### config.mk
export PLATFORM = sky130hd
export DESIGN_NAME = uart_boot_loader
export DESIGN_NICKNAME = d
export VERILOG_FILES = /design/src/rtl/uart_boot_pkg.sv /design/src/rtl/uart_boot_loader.sv
export SDC_FILE = /design/constraint.sdc
export NUM_CORES = 1
export LEC_CHECK = 0
export CELL_PAD_IN_SITES_DETAIL_PLACEMENT = 1
export CELL_PAD_IN_SITES_GLOBAL_PLACEMENT = 2
export CORE_MARGIN = 1
export CORE_UTILIZATION = 38
export CTS_CLUSTER_SIZE = 24
export DETAILED_ROUTE_END_ITERATION = 8
export PLACE_DENSITY = 0.87
export SKIP_CTS_REPAIR_TIMING = 1
export SLEW_MARGIN = 15
export SYNTH_ARGS = -nofsm -noshare
export SYNTH_HDL_FRONTEND = slang
export SYNTH_SLANG_ARGS = --single-unit
### constraint.sdc
create_clock -name clk -period 7.37 [get_ports clk]
set_input_delay 1.474 -clock clk [delete_from_list [all_inputs] [get_ports clk]]
set_output_delay 1.474 -clock clk [all_outputs]
set_load 0.005 [all_outputs]
### src/rtl/uart_boot_pkg.sv
// Shared types and constants for the UART boot loader: FSM state encoding,
// frame framing bytes and the checksum step.
package uart_boot_pkg;

    typedef enum logic [2:0] {
        IDLE   = 3'd0,
        LEN_HI = 3'd1,
        LEN_LO = 3'd2,
        DATA   = 3'd3,
        CSUM   = 3'd4,
        RESP   = 3'd5,
        DONE   = 3'd6
    } state_t;

    localparam logic [7:0] SYNC_BYTE = 8'hA5;
    localparam logic [7:0] ACK_BYTE  = 8'h06;
    localparam logic [7:0] NAK_BYTE  = 8'h15;

    function automatic logic [7:0] csum_update(input logic [7:0] csum, input logic [7:0] data);
        return csum ^ data;
    endfunction

endpackage

### src/rtl/uart_boot_loader.sv
// Serial boot controller: receives a length-prefixed, XOR-checksummed image from
// the UART RX FIFO, writes it to instruction memory and releases the core on ACK.
module uart_boot_loader
    import uart_boot_pkg::*;
#(
    parameter int unsigned ADDR_W      = 10,
    parameter int unsigned MAX_WORDS   = 1024,
    parameter int unsigned TIMEOUT_CYC = 1_000_000
) (
    input  logic              clk,
    input  logic              reset,
    input  logic [7:0]        r_data,
    input  logic              rx_empty,
    output logic              rd_uart,
    input  logic              tx_full,
    output logic              wr_uart,
    output logic [7:0]        w_data,
    output logic              imem_we,
    output logic [ADDR_W-1:0] imem_addr,
    output logic [31:0]       imem_wdata,
    output logic              cpu_reset_n,
    output logic              boot_done,
    output logic              boot_err
);

    localparam int unsigned TO_W = $clog2(TIMEOUT_CYC + 1);

    state_t            r_state;
    state_t            w_next;
    logic [7:0]        r_len_hi;
    logic [15:0]       r_len;
    logic [15:0]       r_word_cnt;
    logic [ADDR_W-1:0] r_word_idx;
    logic [1:0]        r_lane;
    logic [23:0]       r_word_lo;
    logic [7:0]        r_csum;
    logic [7:0]        r_resp;
    logic [TO_W-1:0]   r_to_cnt;
    logic              r_imem_we;
    logic [ADDR_W-1:0] r_imem_addr;
    logic [31:0]       r_imem_wdata;
    logic              r_boot_done;
    logic              r_boot_err;

    logic [15:0]       w_len;
    logic              w_len_bad;
    logic              w_pop;
    logic              w_timeout;
    logic              w_last_byte;
    logic              w_ack;

    assign w_pop       = rd_uart;
    assign w_len       = {r_len_hi, r_data};
    assign w_len_bad   = (w_len == 16'd0) || (32'(w_len) > MAX_WORDS);
    assign w_timeout   = (r_to_cnt == TO_W'(TIMEOUT_CYC));
    assign w_last_byte = (r_lane == 2'd3) && ((r_word_cnt + 16'd1) == r_len);
    assign w_ack       = (r_state == CSUM) && w_pop && (r_data == r_csum);

    // State register.
    always_ff @(posedge clk) begin
        if (!reset) begin
            r_state <= IDLE;
        end else begin
            r_state <= w_next;
        end
    end

    // Next-state logic; a waiting byte always takes precedence over the timeout.
    always_comb begin
        w_next = r_state;
        case (r_state)
            IDLE:    w_next = (w_pop && (r_data == SYNC_BYTE)) ? LEN_HI : IDLE;
            LEN_HI:  w_next = w_pop ? LEN_LO : (w_timeout ? RESP : LEN_HI);
            LEN_LO: begin
                if (w_pop) begin
                    w_next = w_len_bad ? RESP : DATA;
                end else begin
                    w_next = w_timeout ? RESP : LEN_LO;
                end
            end
            DATA: begin
                if (w_pop) begin
                    w_next = w_last_byte ? CSUM : DATA;
                end else begin
                    w_next = w_timeout ? RESP : DATA;
                end
            end
            CSUM:    w_next = (w_pop || w_timeout) ? RESP : CSUM;
            RESP: begin
                if (!tx_full) begin
                    w_next = (r_resp == ACK_BYTE) ? DONE : IDLE;
                end else begin
                    w_next = RESP;
                end
            end
            DONE:    w_next = DONE;
            default: w_next = IDLE;
        endcase
    end

    // FIFO handshakes; the pop follows the FWFT head combinationally.
    always_comb begin
        rd_uart = 1'b0;
        wr_uart = 1'b0;
        w_data  = 8'h00;
        case (r_state)
            IDLE, LEN_HI, LEN_LO, DATA, CSUM: rd_uart = reset & ~rx_empty;
            RESP: begin
                wr_uart = reset & ~tx_full;
                w_data  = (reset & ~tx_full) ? r_resp : 8'h00;
            end
            default: begin
                rd_uart = 1'b0;
                wr_uart = 1'b0;
            end
        endcase
    end

    // Length capture, byte assembly, checksum, memory write and status flags.
    always_ff @(posedge clk) begin
        if (!reset) begin
            r_len_hi     <= 8'h00;
            r_len        <= 16'd0;
            r_word_cnt   <= 16'd0;
            r_word_idx   <= '0;
            r_lane       <= 2'd0;
            r_word_lo    <= 24'h000000;
            r_csum       <= 8'h00;
            r_resp       <= 8'h00;
            r_imem_we    <= 1'b0;
            r_imem_addr  <= '0;
            r_imem_wdata <= 32'h0000_0000;
            r_boot_done  <= 1'b0;
            r_boot_err   <= 1'b0;
        end else begin
            r_imem_we   <= 1'b0;
            r_boot_done <= (w_next == DONE);
            if ((w_next == RESP) && (r_state != RESP)) begin
                r_resp <= w_ack ? ACK_BYTE : NAK_BYTE;
            end
            case (r_state)
                IDLE: begin
                    r_word_cnt <= 16'd0;
                    r_word_idx <= '0;
                    r_lane     <= 2'd0;
                    r_csum     <= 8'h00;
                    if (w_pop && (r_data == SYNC_BYTE)) begin
                        r_boot_err <= 1'b0;
                    end
                end
                LEN_HI: if (w_pop) r_len_hi <= r_data;
                LEN_LO: if (w_pop) r_len <= w_len;
                DATA: begin
                    if (w_pop) begin
                        r_csum <= csum_update(r_csum, r_data);
                        r_lane <= r_lane + 2'd1;
                        case (r_lane)
                            2'd0: r_word_lo[7:0]   <= r_data;
                            2'd1: r_word_lo[15:8]  <= r_data;
                            2'd2: r_word_lo[23:16] <= r_data;
                            default: begin
                                r_imem_we    <= 1'b1;
                                r_imem_addr  <= r_word_idx;
                                r_imem_wdata <= {r_data, r_word_lo};
                                r_word_idx   <= r_word_idx + ADDR_W'(1);
                                r_word_cnt   <= r_word_cnt + 16'd1;
                            end
                        endcase
                    end
                end
                RESP: begin
                    if (!tx_full && (r_resp != ACK_BYTE)) begin
                        r_boot_err <= 1'b1;
                    end
                end
                default: r_boot_err <= r_boot_err;
            endcase
        end
    end

    // Inter-byte idle counter, live only while a frame is being received.
    always_ff @(posedge clk) begin
        if (!reset) begin
            r_to_cnt <= '0;
        end else begin
            case (r_state)
                LEN_HI, LEN_LO, DATA, CSUM: begin
                    if (w_pop) begin
                        r_to_cnt <= '0;
                    end else if (rx_empty && !w_timeout) begin
                        r_to_cnt <= r_to_cnt + TO_W'(1);
                    end
                end
                default: r_to_cnt <= '0;
            endcase
        end
    end

    assign imem_we     = r_imem_we;
    assign imem_addr   = r_imem_addr;
    assign imem_wdata  = r_imem_wdata;
    assign boot_done   = r_boot_done;
    assign cpu_reset_n = r_boot_done;
    assign boot_err    = r_boot_err;

endmodule

# --- Word level (Yosys, flattened, before mapping) ---
# Cells that the tools add are included.
word_totals:
  output_inout_bits: 56
  ff_bits: 160
  wordCells: 114
  inputBits: 12
classes:
  addsub: 4
  n_bitwise: 8
  magnitude_cmp: 1
  muxes: 32
  n_reduce_logical: 30
  n_eq_ne: 22
ops:
  columns: ["operator", "n"]
  rows:
  - ["two-way mux 16 bit", 2]
  - ["case mux 16 bit (2 select lines)", 1]
  - ["two-way mux 3 bit", 10]
  - ["two-way mux 8 bit", 3]
  - ["case mux 3 bit (7 select lines)", 1]
  - ["AND reduction 3 bit", 7]
  - ["adder 20 x 1 -> 20 bit, second input constant", 1]
  - ["equality test 20 bit, second input constant", 1]
  - ["two-way mux 10 bit", 2]
  - ["case mux 10 bit (2 select lines)", 1]
  - ["adder 16 x 1 -> 16 bit, second input constant", 1]
  - ["equality test 16 bit", 1]
  - ["greater-than comparator 16 x 11 -> 1 bit, second input constant", 1]
  - ["logical NOT 16 bit", 1]
  - ["case mux 8 bit (2 select lines)", 1]
  - ["equality test 3 bit, second input constant", 5]
  - ["adder 10 x 1 -> 10 bit, second input constant", 1]
  - ["equality test 8 x 3 -> 1 bit, second input constant", 1]
  - ["equality test 8 bit", 1]
  - ["equality test 8 bit, second input constant", 1]
  - ["!= test 2 bit, second input constant", 4]
  - ["!= test 8 x 3 -> 1 bit, second input constant", 1]
  - ["bitwise XOR 8 bit", 1]
  - ["logical AND 1 bit", 7]
  - ["22 further kinds", 41]

# --- Logic depth before layout (Yosys ltp) ---
depth:
  word_depth: 8
  ltp_mapped: 10
  mapped_depth_nobuf: 9

# --- Worst setup path after synthesis ---
# No wires, ideal clock.
synth_path:
  path_type: "in2out"
  startpoint: "input port reset"
  endpoint: "output port w_data[4]"
  path_buffers: 2
  stages: 4
  t_arrival_ns: 2.212
  setup_slack_ns: 3.684
  required_time_ns: 5.896
  path_cell_list: "clkbuf_1 -> and3_1 -> and2_1 -> buf_4"
synth_via:
  elab_chain_cells: 3
synth_rtl:
  columns: ["item", "line_no", "source"]
  rows:
  - ["start, declared", "uart_boot_loader.sv:11", "input logic reset,"]
  - ["bitwise AND 1 bit", "uart_boot_loader.sv:110", "w_data = (reset & ~tx_full) ? r_resp : 8'h00;"]
  - ["two-way mux 8 bit", "uart_boot_loader.sv:110", null]
  - ["two-way mux 8 bit", "uart_boot_loader.sv:106", "case (r_state)"]
  - ["end, declared", "uart_boot_loader.sv:17", "output logic [7:0] w_data,"]
# No other way between the ends.

# --- Worst setup path in the final report ---
layout_path:
  startpoint: "input port rx_empty"
  endpoint: "output port rd_uart"
layout_via:
  elab_chain_cells: 3
layout_rtl:
  columns: ["item", "line_no", "source"]
  rows:
  - ["start, declared", "uart_boot_loader.sv:13", "input logic rx_empty,"]
  - ["NOT 1 bit", "uart_boot_loader.sv:107", "IDLE, LEN_HI, LEN_LO, DATA, CSUM: rd_uart = reset & ~rx_empty;"]
  - ["bitwise AND 1 bit", "uart_boot_loader.sv:107", null]
  - ["two-way mux 1 bit", "uart_boot_loader.sv:106", null]
  - ["end, declared", "uart_boot_loader.sv:14", "output logic rd_uart,"]
# No other way between the ends.

==> reports/results.ini <==
[clock_network]
cts_tree = yes
numCtsBuffers = 17
clk_pin_slew_worst_paths_ns = 0.07
clk_latency_ns = 0.44
clock_sinks = 155
clockBufferDepth = 2
root_buffer = clkbuf_16
h-tree-depth = 4

[yosys]
synth_area_per_cell_sq_um = 8.44
synth_area_leader_cell = dfxtp_1
synth_flop_cell = dfxtp_1
postSynthRegisterBits = 155
ys_async_sr_fraction = 0
ys_types = 68
yosys_warnings = 0
synth_top_area_frac = 0.423
synth-seq-area-share = 0.423
synthCells = 869
synthesis.area_sq_um = 7340
synth_area_leaders = dfxtp_1 42%, nand2_1 9.3%, a21boi_0 7.1%, xnor2_1 4.4%, mux2i_1 3.4%
synth_edf_count = 0

[worst_setup_path]
end_kind = output pin
cp.arrival_ns = 3.18
reg2regPathDepth = 8
cp_max_fo = 9
crit_path_top_delay_cell = clkdlybuf4s50_1
start_kind = input port
critical_path.max_stage_delay_ns = 0.59
criticalPathCategory = input port to output pin
path_cells = clkdlybuf4s50_1 > nand2b_4 > nor2_1 > clkdlybuf4s50_1
critPathMostFrequentCell = clkdlybuf4s50_1
crit_required_ns = 5.90

[sta]
period_needed_ns = 4.66
setup_viol = 0
post-route-period-util = 0.632
hold_violations = 0
maxSlewHeadroom = 0.437
clock_skew_ns = 0.0114
drv_slew = 0
rsz0062_at_grt = no
tns_ns = 0
clock.fmax_ghz = 0.215
tightestPinTransition_ns = 0.839

[power_and_ir_drop]
p_clk_frac = 0.501
pwr-share-seq = 0.473
p_switching_uw = 409
pwr-share-comb = 0.026
swShare = 0.231
p_leak_nw = 3.04
p_per_area_nw_per_um2 = 205
intPower_mw = 1.36
total_power_mw = 1.77
vdd_drop_max_mv = 0.167

[die]
fp.dieW_um = 141
io_pins = 68
num_rows = 50
die_h_um = 141
core_sq_um = 18800
start_util = 0.390
die-area_sq_um = 19900

[outcome]
outcome = complete, no violations

[layout]
area_growth_pct = 17.9
drive_above_1_share = 0.0699
multi_input_area_sq_um = 3880
final-seq-area_sq_um = 3100
num_antenna_cells = 0
num-nets-final = 924
fill_cells = 2218

[routing]
totalWireLength_mm = 18.7
post_drt_wl_per_cell_um = 15.9
first_iter_violations = 270
vias = 5924
ant_nets = 0
first_pass_iters = 4
route.detailed.drc = 0
post_drt_via_cell_ratio = 5.04

[grt]
grtUsageTotal = 0.198
grt_pass1_wl_mm = 30.8
antenna_found_initial = 0
grt_pass1_vias = 6089
grt_max_degree = 72
grt-ovfl-total = 0

[run]
cap_viol_max_count = 0

[min_path]
holdPathStages = 2
hold_path_class = register to register

[placed_design]
place_congestion = 0.752
dp_hpwl_mm = 12.3
io_buffers = 63

[logic make-up (layout without fill, tap and decap cells)]
logic type      Yosys count  count (layout)  share of synthesized area
simple gates            400             400                      0.267
compound gates          146             146                      0.138
other cells               1               4                   0.000511
flops                   155             155                      0.423
xor+xnor                 60              60                     0.0716
buf+inv                  73             116                     0.0503
fa+ha+maj                 9               9                     0.0153
mux                      25              25                     0.0341
[registers in the layout, summed over array words and instances (netlist names)]
name and cells:
r_len_hi 8, r_word_idx 10, r_len 16, r_word_cnt 16
boot_err 1, imem_we 1, r_state 3, r_lane 2
r_word_lo 24, boot_done 1, r_to_cnt 20, r_resp 3
imem_addr 10, r_csum 8, imem_wdata 32
[layer usage]
| layer | part of all wire | vias to the layer above | GRT usage | wire, um |
|---|---|---|---|---|
| li1 | - | 2964 | - | - |
| met1 | 0.47 | 2881 | 0.246 | 8840 |
| met2 | 0.49 | 59 | 0.345 | 9160 |
| met3 | 0.021 | 20 | 0.0336 | 401 |
| met4 | 0.016 | 0 | 0.0692 | 298 |
| met5 | 0 | - | 0 | 0 |
[synthesized netlist by cell type (all sizes together) (15+ instances only)]
master,count
nor2,66
dfxtp,155
clkbuf,43
nand3,24
and2,20
xor2,23
nor2b,35
mux2i,25
o21ai,39
a21boi,70
xnor2,37
nand2,182
buf,19
nor3,15
[layout make-up]
cell class | count | share of cell area
Clock inverter | 14 | 0.0184
Clock buffer | 17 | 0.0492
Tap cell | 260 | 0.0376
Multi-Input combinational cell | 644 | 0.449
Timing Repair Buffer | 74 | 0.0822
Sequential cell | 155 | 0.359
Inverter | 11 | 0.00477
[placed cells by master, fill, tap and decap left out, types with 4 or more instances in the layout]
cell / instances
nor2_1: 66
buf_4: 12
nand3_1: 22
conb_1: 4
a21boi_0: 69
a21oi_1: 11
and3_1: 10
o21ai_0: 38
dfxtp_1: 155
inv_6: 7
nand4_1: 9
xor2_1: 23
nor4_1: 5
nand3b_1: 8
and2_1: 20
ha_1: 9
mux2i_1: 25
xnor2_1: 37
clkdlybuf4s50_1: 62
inv_1: 11
nor2b_1: 35
nor3_1: 13
nand2_1: 181
clkbuf_16: 17
[power by group through the flow]
stage                     Clock [mW]  Combinational, mW  Sequential, mW
after floorplan                    0             0.0284           0.856
after global placement             0             0.0452           0.856
after detailed placement           0             0.0452           0.856
after CTS                      0.909             0.0455           0.837
after global routing           0.943             0.0479           0.837
final                          0.887             0.0451           0.837
[worst paths after layout]
check | start | endpoint | slack, ns
setup reg to reg | r_word_cnt[0]$_SDFFE_PN0P_ | boot_done$_SDFF_PN0_ | 4.37
setup / recovery | rx_empty | rd_uart | 2.71
hold / removal | imem_addr[4]$_SDFFE_PN0P_ | imem_addr[4]$_SDFFE_PN0P_ | 0.46
hold reg to reg | imem_addr[4]$_SDFFE_PN0P_ | imem_addr[4]$_SDFFE_PN0P_ | 0.46
[metrics by stage]
stage,cell area (sq um),util,setup slack (ns),instances,hold WS (ns)
CTS,8640,0.459,2.72,1175,0.468
finish,8650,0.459,2.71,1175,0.461
floorplan,7350,-,3.68,872,0.441
global placement,8060,0.428,2.81,1144,0.451
global route,8650,0.459,2.63,1175,0.473
detailed placement,8060,0.428,2.73,1144,0.458
[critical path, delay by kind of cell]
kind                   cells  cell delay, ns
buffers and inverters      2            1.13
AND/OR/NAND/NOR            2            0.58
(Power assumes the default switching activity.)
